===== src/rtl/fifo_uart_pkg.sv =====
// fifo_uart_pkg: state encoding and frame-length constants for fifo_uart_tx
package fifo_uart_pkg;

    typedef logic [2:0] state_t;

    localparam state_t S_IDLE   = 3'd0;
    localparam state_t S_POP    = 3'd1;
    localparam state_t S_LOAD   = 3'd2;
    localparam state_t S_START  = 3'd3;
    localparam state_t S_DATA   = 3'd4;
    localparam state_t S_STOP   = 3'd5;
`ifdef FIFO_UART_TX_PARITY_EN
    localparam state_t S_PARITY = 3'd6;
    localparam int PARITY_BITS  = 1;
`else
    localparam int PARITY_BITS  = 0;
`endif

    // POP and LOAD precede the first serial bit
    localparam int SETUP_CYCLES = 2;
    // start + stop bits
    localparam int FRAMING_BITS = 2;

    // cycles from the pop pulse to the last stop cycle inclusive
    function automatic int frame_cycles(input int dw, input int cpb);
        return SETUP_CYCLES + (dw + FRAMING_BITS + PARITY_BITS) * cpb;
    endfunction

endpackage


===== src/rtl/fifo_uart_tx_if.sv =====
// fifo_uart_tx_if: FIFO-side handshake plus serial/status outputs of the transmitter
interface fifo_uart_tx_if #(parameter int DATA_WIDTH = 4);

    logic                  tx_en;
    logic                  fifo_empty;
    logic [DATA_WIDTH-1:0] fifo_data;
    logic                  fifo_rd_en;
    logic                  tx;
    logic                  busy;
    logic                  frame_done;

    modport master (
        output tx_en, fifo_empty, fifo_data,
        input  fifo_rd_en, tx, busy, frame_done
    );

    modport slave (
        input  tx_en, fifo_empty, fifo_data,
        output fifo_rd_en, tx, busy, frame_done
    );

endinterface


===== src/rtl/baud_tick_gen.sv =====
// baud_tick_gen: counts CLKS_PER_BIT cycles per bit, flags the last cycle of each bit period
module baud_tick_gen #(
    parameter int CLKS_PER_BIT = 4
) (
    input  logic clk,
    input  logic reset,
    input  logic clr_i,
    output logic bit_last_o
);

    localparam int CW = (CLKS_PER_BIT > 1) ? $clog2(CLKS_PER_BIT) : 1;
    localparam logic [CW-1:0] LAST = CW'(CLKS_PER_BIT - 1);

    logic [CW-1:0] cnt_q, cnt_d;

    assign bit_last_o = (cnt_q == LAST);

    // wrap at each bit boundary, hold at zero while cleared
    always_comb begin
        cnt_d = (clr_i || bit_last_o) ? '0 : cnt_q + 1'b1;
    end

    // counter register
    always_ff @(posedge clk) begin
        if (reset) cnt_q <= '0;
        else       cnt_q <= cnt_d;
    end

endmodule


===== src/rtl/fifo_uart_tx.sv =====
// fifo_uart_tx: pops words from a FIFO and sends them as LSB-first start/data/stop frames;
// defining FIFO_UART_TX_PARITY_EN adds an even-parity bit after the data bits.
module fifo_uart_tx
    import fifo_uart_pkg::*;
#(
    parameter int DATA_WIDTH   = 4,
    parameter int CLKS_PER_BIT = 4
) (
    input  logic           clk,
    input  logic           reset,
    fifo_uart_tx_if.slave  bus
);

    localparam int BW = (DATA_WIDTH > 1) ? $clog2(DATA_WIDTH) : 1;
    localparam logic [BW-1:0] LAST_BIT = BW'(DATA_WIDTH - 1);

    state_t                state_q, state_d;
    logic [BW-1:0]         bit_q, bit_d;
    logic [DATA_WIDTH-1:0] shift_q, shift_d;
    logic                  tx_q, tx_d;
    logic                  bit_last;
    logic                  baud_clr;
`ifdef FIFO_UART_TX_PARITY_EN
    logic                  par_q;
`endif

    // baud counter only runs while a serial bit is on the line
    assign baud_clr = (state_q == S_IDLE) || (state_q == S_POP) || (state_q == S_LOAD);

    baud_tick_gen #(.CLKS_PER_BIT(CLKS_PER_BIT)) u_baud (
        .clk       (clk),
        .reset     (reset),
        .clr_i     (baud_clr),
        .bit_last_o(bit_last)
    );

    // state, counters, shift register and serial line registers
    always_ff @(posedge clk) begin
        if (reset) begin
            state_q <= S_IDLE;
            bit_q   <= '0;
            shift_q <= '0;
            tx_q    <= 1'b1;
        end else begin
            state_q <= state_d;
            bit_q   <= bit_d;
            shift_q <= shift_d;
            tx_q    <= tx_d;
        end
    end

`ifdef FIFO_UART_TX_PARITY_EN
    // even parity of the word as captured from the FIFO
    always_ff @(posedge clk) begin
        if (reset) par_q <= 1'b0;
        else       par_q <= (state_q == S_LOAD) ? ^bus.fifo_data : par_q;
    end
`endif

    // next-state logic; tx_en and fifo_empty matter only in IDLE
    always_comb begin
        state_d = state_q;
        case (state_q)
            S_IDLE:   state_d = (bus.tx_en && !bus.fifo_empty) ? S_POP : S_IDLE;
            S_POP:    state_d = S_LOAD;
            S_LOAD:   state_d = S_START;
            S_START:  state_d = bit_last ? S_DATA : S_START;
`ifdef FIFO_UART_TX_PARITY_EN
            S_DATA:   state_d = (bit_last && bit_q == LAST_BIT) ? S_PARITY : S_DATA;
            S_PARITY: state_d = bit_last ? S_STOP : S_PARITY;
`else
            S_DATA:   state_d = (bit_last && bit_q == LAST_BIT) ? S_STOP : S_DATA;
`endif
            S_STOP:   state_d = bit_last ? S_IDLE : S_STOP;
            default:  state_d = S_IDLE;
        endcase
    end

    // datapath next values; tx is computed from the next state so the line changes with it
    always_comb begin
        bit_d   = (state_q == S_DATA && bit_last) ? ((bit_q == LAST_BIT) ? '0 : bit_q + 1'b1) : bit_q;
        shift_d = (state_q == S_LOAD) ? bus.fifo_data :
                  (state_q == S_DATA && bit_last) ? shift_q >> 1 : shift_q;
`ifdef FIFO_UART_TX_PARITY_EN
        tx_d    = (state_d == S_START)  ? 1'b0 :
                  (state_d == S_DATA)   ? shift_d[0] :
                  (state_d == S_PARITY) ? par_q : 1'b1;
`else
        tx_d    = (state_d == S_START) ? 1'b0 :
                  (state_d == S_DATA)  ? shift_d[0] : 1'b1;
`endif
    end

    assign bus.fifo_rd_en = (state_q == S_POP);
    assign bus.busy       = (state_q != S_IDLE);
    assign bus.frame_done = (state_q == S_STOP) && bit_last;
    assign bus.tx         = tx_q;

endmodule


===== src/flat_wrapper.sv =====
// flat-port wrapper written by rule: the top's interface ports become plain ports
module fifo_uart_tx_flat import fifo_uart_pkg::*;
#(
    parameter int DATA_WIDTH   = 4,
    parameter int CLKS_PER_BIT = 4
)
  (clk, reset, bus_tx_en, bus_fifo_empty, bus_fifo_data, bus_fifo_rd_en, bus_tx, bus_busy, bus_frame_done);
  fifo_uart_tx_if #(.DATA_WIDTH(DATA_WIDTH)) bus_i ();
  input  logic clk;
  input  logic reset;
  input wire logic [$bits(bus_i.tx_en)-1:0] bus_tx_en;
  input wire logic [$bits(bus_i.fifo_empty)-1:0] bus_fifo_empty;
  input wire logic [$bits(bus_i.fifo_data)-1:0] bus_fifo_data;
  output wire logic [$bits(bus_i.fifo_rd_en)-1:0] bus_fifo_rd_en;
  output wire logic [$bits(bus_i.tx)-1:0] bus_tx;
  output wire logic [$bits(bus_i.busy)-1:0] bus_busy;
  output wire logic [$bits(bus_i.frame_done)-1:0] bus_frame_done;
  assign bus_i.tx_en = bus_tx_en;
  assign bus_i.fifo_empty = bus_fifo_empty;
  assign bus_i.fifo_data = bus_fifo_data;
  assign bus_fifo_rd_en = bus_i.fifo_rd_en;
  assign bus_tx = bus_i.tx;
  assign bus_busy = bus_i.busy;
  assign bus_frame_done = bus_i.frame_done;
  fifo_uart_tx #(.DATA_WIDTH(DATA_WIDTH), .CLKS_PER_BIT(CLKS_PER_BIT)) u_core (.clk(clk), .reset(reset), .bus(bus_i));
endmodule

===== config.mk =====
export PLATFORM = sky130hd
export DESIGN_NAME = fifo_uart_tx_flat
export DESIGN_NICKNAME = d
export VERILOG_FILES = /design/src/rtl/fifo_uart_pkg.sv /design/src/rtl/fifo_uart_tx_if.sv /design/src/rtl/baud_tick_gen.sv /design/src/rtl/fifo_uart_tx.sv /design/src/flat_wrapper.sv
export SDC_FILE = /design/constraint.sdc
export NUM_CORES = 1
export LEC_CHECK = 0
export ABC_AREA = 1
export CELL_PAD_IN_SITES_DETAIL_PLACEMENT = 0
export CELL_PAD_IN_SITES_GLOBAL_PLACEMENT = 1
export CORE_UTILIZATION = 33
export DETAILED_ROUTE_END_ITERATION = 16
export PLACE_DENSITY = 0.85
export RECOVER_POWER = 25
export SLEW_MARGIN = 20
export SYNTH_ARGS = -nofsm -noshare
export SYNTH_HDL_FRONTEND = slang
export SYNTH_SLANG_ARGS = --single-unit

===== constraint.sdc =====
create_clock -name clk -period 1.5 [get_ports clk]
set_clock_uncertainty 0.05 [all_clocks]
set_input_delay 0.3 -clock clk [delete_from_list [all_inputs] [get_ports clk]]
set_output_delay 0.3 -clock clk [all_outputs]
set_load 0.01 [all_outputs]

---- Word-level counts from Yosys, hierarchy flattened ----
Index checks and enable logic that the tools add are counted.
storage, ports and cells
  output and inout bits ................... 4
  bits in latches ......................... 0
  bits in writable memories ............... 0
  logic and storage cells ................. 39
  bits of input ports ..................... 8
  memories ................................ 0
  register bits after elaboration ......... 12
  ROM bits ................................ 0
operators by class
  div/mod/pow operators ................... 0
  muxes and demuxes ....................... 10
  bitwise logic cells ..................... 0
  $add $sub $neg .......................... 2
  shift operators ......................... 0
  reduce and logical (&&, ||, !) cells .... 12
  $lt $le $gt $ge ......................... 0
  equality and inequality tests ........... 9
  multipliers ............................. 0
operators with widths
  operator             count
  $pmux 3 s6           1
  $eq 3x2->1 const B   3
  $eq 3x3->1 const B   3
  $mux 4               2
  $mux 3               2
  $add 2x1->2 const B  2
  $eq 2x2->1 const B   2
  $logic_and 1x1->1    4
  $mux 1               4
  $eq 3x1->1 const B   1
  $logic_not 3->1      1
  $logic_or 1x1->1     3
  $reduce_bool 3->1    1
  $mux 2               1
  $reduce_bool 2->1    1
  $reduce_or 2->1      1
  $logic_not 1->1      1

---- Logic depth before layout (Yosys ltp) ----
Gate-level depths: netlist (run 1).
  depth in word-level cells ............... 7
  depth in mapped cells ................... 9
  gate-level depth less buffers ........... 9

---- Modules after synthesis ----
Synthesis (run 1) repeated with hierarchy kept, for this count alone.
unflattened totals
  cell total of the unflattened synthesis .. 90
  area total of the unflattened synthesis .. 614.3 µm²
modules (own cells, without submodules)
  module         cells each  sequential area each (µm²)  area an instance (µm²)  times used
  fifo_uart_tx   81          200.2                       539.3                   1
  baud_tick_gen  9           40.0                        75.1                    1

---- Least setup slack after synthesis (run 1) ----
OpenSTA, ideal clock, no wires.
  kind .................................... flip-flop to flip-flop
  start ................................... reg u_core.u_baud.cnt_q[0]
  end ..................................... reg u_core.tx_q, in the netlist u_core.bus.tx
  setup time .............................. 116 ps
  data required time ...................... 1334 ps
  buffers on the path ..................... 0
  clock period less this slack ............ 1246 ps
  data arrival time ....................... 1080 ps
  setup slack ............................. 254 ps
  stages on the path, launching flop included .. 9
  path through ............................ dfxtp_1 -> ha_1 -> nand2_1 -> o21ai_0 -> nor2_1 -> nor2_1 -> nand2_1 -> nand2_1 -> nand2_1
on the way
  word-level cells in the longest chain between the ends .. 7
  elaborated cells on any way between the ends .. 13
  those cells by class .................... 3 x eq/ne; 8 x mux; 2 x reduce/logical
ends and longest elaborated chain
  what                    RTL line             source
  from (decl)             baud_tick_gen.sv:14  logic [CW-1:0] cnt_q, cnt_d;
  from (signal assigned)  baud_tick_gen.sv:26  else cnt_q <= cnt_d;
  $eq 2x2->1 *            baud_tick_gen.sv:16  assign bit_last_o = (cnt_q == LAST);
  $logic_and 1x1->1       fifo_uart_tx.sv:72   S_DATA: state_d = (bit_last && bit_q == LAST_BIT) ? S_STOP : S_DATA;
  $mux 1                  fifo_uart_tx.sv:72
  $pmux 3 s6              fifo_uart_tx.sv:63   case (state_q)
  $eq 3x3->1              fifo_uart_tx.sv:90   (state_d == S_DATA) ? shift_d[0] : 1'b1;
  $mux 1                  fifo_uart_tx.sv:90
  $mux 1 *                fifo_uart_tx.sv:89   tx_d = (state_d == S_START) ? 1'b0 :
  to (signal assigned)    fifo_uart_tx.sv:48   tx_q <= tx_d;
  to (decl)               fifo_uart_tx.sv:20   logic tx_q, tx_d;
Mark *: on every way between the ends. The rest lies on a longest branch, timed or not. The select of a mux whose other input is x is not followed.
A chain may end at the register's enable or synchronous reset.

---- Final worst setup path (run 1) ----
  start ................................... reg u_core.tx_q, in the netlist u_core.bus.tx
  end ..................................... out bus_tx
RTL lines
  what       RTL line            source
  to (decl)  flat_wrapper.sv:15  output wire logic [$bits(bus_i.tx)-1:0] bus_tx;
No word-level cell between the ends.

==> results of run 1 <==
## path summary, 6_finish.rpt
kind                                          start                           endpoint  slack (ns)  cells past startpoint
setup / recovery           u_core.bus.tx$_SDFF_PP1_                             bus_tx        0.06                      1
hold / removal    u_core.u_baud.cnt_q[0]$_SDFF_PP0_  u_core.u_baud.cnt_q[0]$_SDFF_PP0_        0.36                      1
setup reg to reg       u_core.state_q[1]$_SDFF_PP0_           u_core.bus.tx$_SDFF_PP1_        0.14                     10
hold reg to reg   u_core.u_baud.cnt_q[0]$_SDFF_PP0_  u_core.u_baud.cnt_q[0]$_SDFF_PP0_        0.36                      1
## power by group
| part | leakage (nW) | switching [mW] | internal (mW) |
|---|---|---|---|
| registers | 0.0992 | 0.00713 | 0.334 |
| clock network | 0.0138 | 0.0929 | 0.0925 |
| logic | 0.248 | 0.0598 | 0.0615 |
## synth_stat cells
cell / count
nand2_1: 18
dfxtp_1: 12
inv_1: 9
nor2_1: 8
nand3_1: 6
o21ai_0: 5
a21oi_1: 3
nand4_1: 3
a31oi_1: 2
ha_1: 2
inv_2: 2
clkbuf_2: 1
nand2_2: 1
nand3_2: 1
nor2_2: 1
nor2_4: 1
nor3_1: 1
o211a_1: 1
o21ai_1: 1
or2_0: 1
## metrics by stage
step | setup TNS [ns] | hold WS, ns
3_3_place_gp | 0 | 0.356
5_1_grt | 0 | 0.389
3_5_place_dp | -0.0274 | 0.363
4_1_cts | -0.00895 | 0.373
6_report | 0 | 0.362
2_1_floorplan | 0 | 0.348
## layer usage
| metal | track usage (%) | wire [um] | up-vias |
|---|---|---|---|
| li1 | - | - | 308 |
| met1 | 17.1 | 573 | 247 |
| met2 | 24.2 | 593 | 13 |
| met3 | 2.50 | 52 | 2 |
| met4 | 7.50 | 12 | 0 |
| met5 | 0 | 0 | - |
## logic make-up after synthesis
family	count (synthesis)	share of synthesized area [%]
simple gates	41	33.6
compound gates	12	11.8
buf+inv	12	8.11
flops	12	42.1
fa+ha+maj	2	4.39
## cell type report
type,count,area (sq um)
Sequential cell,12,245
Inverter,11,41.3
Multi-Input combinational cell,55,292
Clock buffer,3,22.5
Fill cell,163,768
Tap cell,16,20.0
Timing Repair Buffer,20,170
## registers in the layout, summed over array words and instances, names as in the netlist
name and flops:
u_core.shift_q 4, u_core.bus.tx 1, u_core.bit_q 2, u_core.u_baud.cnt_q 2, u_core.state_q 3
## repair_timing
action | CTS | global route
resized for setup | 10 | 9
pin swaps | 0 | 2
endpoints found under the setup margin | 3 | 4
==> run_results.csv, run 1 <==
group,metric,value,unit
outcome,status,"finished, violations left",
outcome,violations,"DRC",
setup_path,worst_setup_path_start_kind,"register",
clock_network,post_cts_buffers,0,
drt,viasPerCell,4.87,
clock_network,clkLatencyLatePin,0.26,ns
drt,ant_nets,0,
clock_network,clk_path_buf_depth,2,
run,max_cap_violations,0,
logic_synthesis,syn_area_per_cell,7.22,sq um
logic_synthesis,syn_area,571,sq um
setup_path,crit_buf_inv,1,
setup_path,crit_chain,"clkdlybuf4s50_1",
clock_network,clk_pin_slew,0.07,ns
floorplan,core_area,1560,sq um
sta,hold_violations,0,
logic_synthesis,syn_nets,89,
hold_path,hp-class,"register to register",
drt,routed_wl,1230,um
drt,drc_errors,4,
finish,post-route-util,50.7,%
sta,period_needed,1.44,ns
finish,drive_gt1_share,26.7,%
drt,dr.pass1.iters,9,
setup_path,cp_slowest_cell,"clkdlybuf4s50_1",
sta,slew_headroom,83.9,%
drt,drtIter0Drc,18,
logic_synthesis,ys_ff_latch,12,
logic_synthesis,synth_top_cell_by_area,"dfxtp_1",
pwr,peakVddDrop,0.441,mV
clock_network,cts_tree,"built",
place,preCtsSetupSlack,-0.0162,ns
finish,syn2layout_area_growth,38.6,%
logic_synthesis,yosys_warnings,0,
pwr,power.density,819,nW/um^2
setup_path,worstPathArrival,1.09,ns
floorplan,die_w,43.6,um
place,place_hpwl,931,um
sta,period_share,95.9,%
pwr,p_total,647,uW
drt,vias,570,
logic_synthesis,synth_cell_types,20,
setup_path,max_stage_delay,0.52,ns
sta,setup_slack,0.0622,ns
logic_synthesis,synth_area_leaders,"dfxtp_1 42%, nand2_1 12%, inv_1 5.9%, nand3_1 5.3%, nor2_1 5.3%",
drt,wire_per_inst,10.5,um
place,place_inst,114,
setup_path,endpoint_kind,"output port",
pwr,power.leakage,0.361,nW
clock_network,hold_buffers,0,
place,post_dp_cell_area,763,sq um
floorplan,initial_core_util,36.6,%
finish,stdcell_count,117,
global_route,grt_pass1_vias,533,
setup_path,crit_fanout,1,
sta,fmax,0.695,GHz
sta,tightest_slew,0.241,ns
finish,n_antenna_cell,0,
setup_path,path_delay_family,"buffers and inverters",
setup_path,worstSetupPathType,"register to output port",
global_route,antenna_found_initial,0,
finish,fin_nets,113,
global_route,grt_pass1_wl,2050,um
sta,setup_viol,0,
clock_network,numCtsBuffers,3,
global_route,grt_usage,14.3,%
clock_network,htree_levels,1,
finish,stdcell_area,791,sq um
floorplan,die_h,43.6,um
clock_network,clock_sinks,12,
finish,mostFrequentLayoutCell,"nand2_1",
floorplan,rows,14,
place,port_buffers,11,
global_route,grt_max_degree,7,
finish,layout_common_cells,"18 x nand2_1, 9 x inv_1, 8 x nor2_1, 8 x dfxtp_1",
floorplan,io-pin-count,12,
sta,drv_slew,0,
clock_network,cts-root-buf,"clkbuf_4",
logic_synthesis,ys_seq_area_share,42.1,%
place,gp_congestion,0.824,
logic_synthesis,yosys.area.top_type_share,42.1,%
global_route,grt.overflow.total,0,
sta,grt_setup_unrepaired,"no",
logic_synthesis,synth_cells,79,
floorplan,die_area,1900,sq um
setup_path,cp.required,1.15,ns
Power figures use the tool's default switching activity.
==> run 2: changes to the inputs <==
- SLEW_MARGIN: 20 -> default
==> results of run 2 <==
No change in the layout: final DEF, timing and power equal those of run 1.
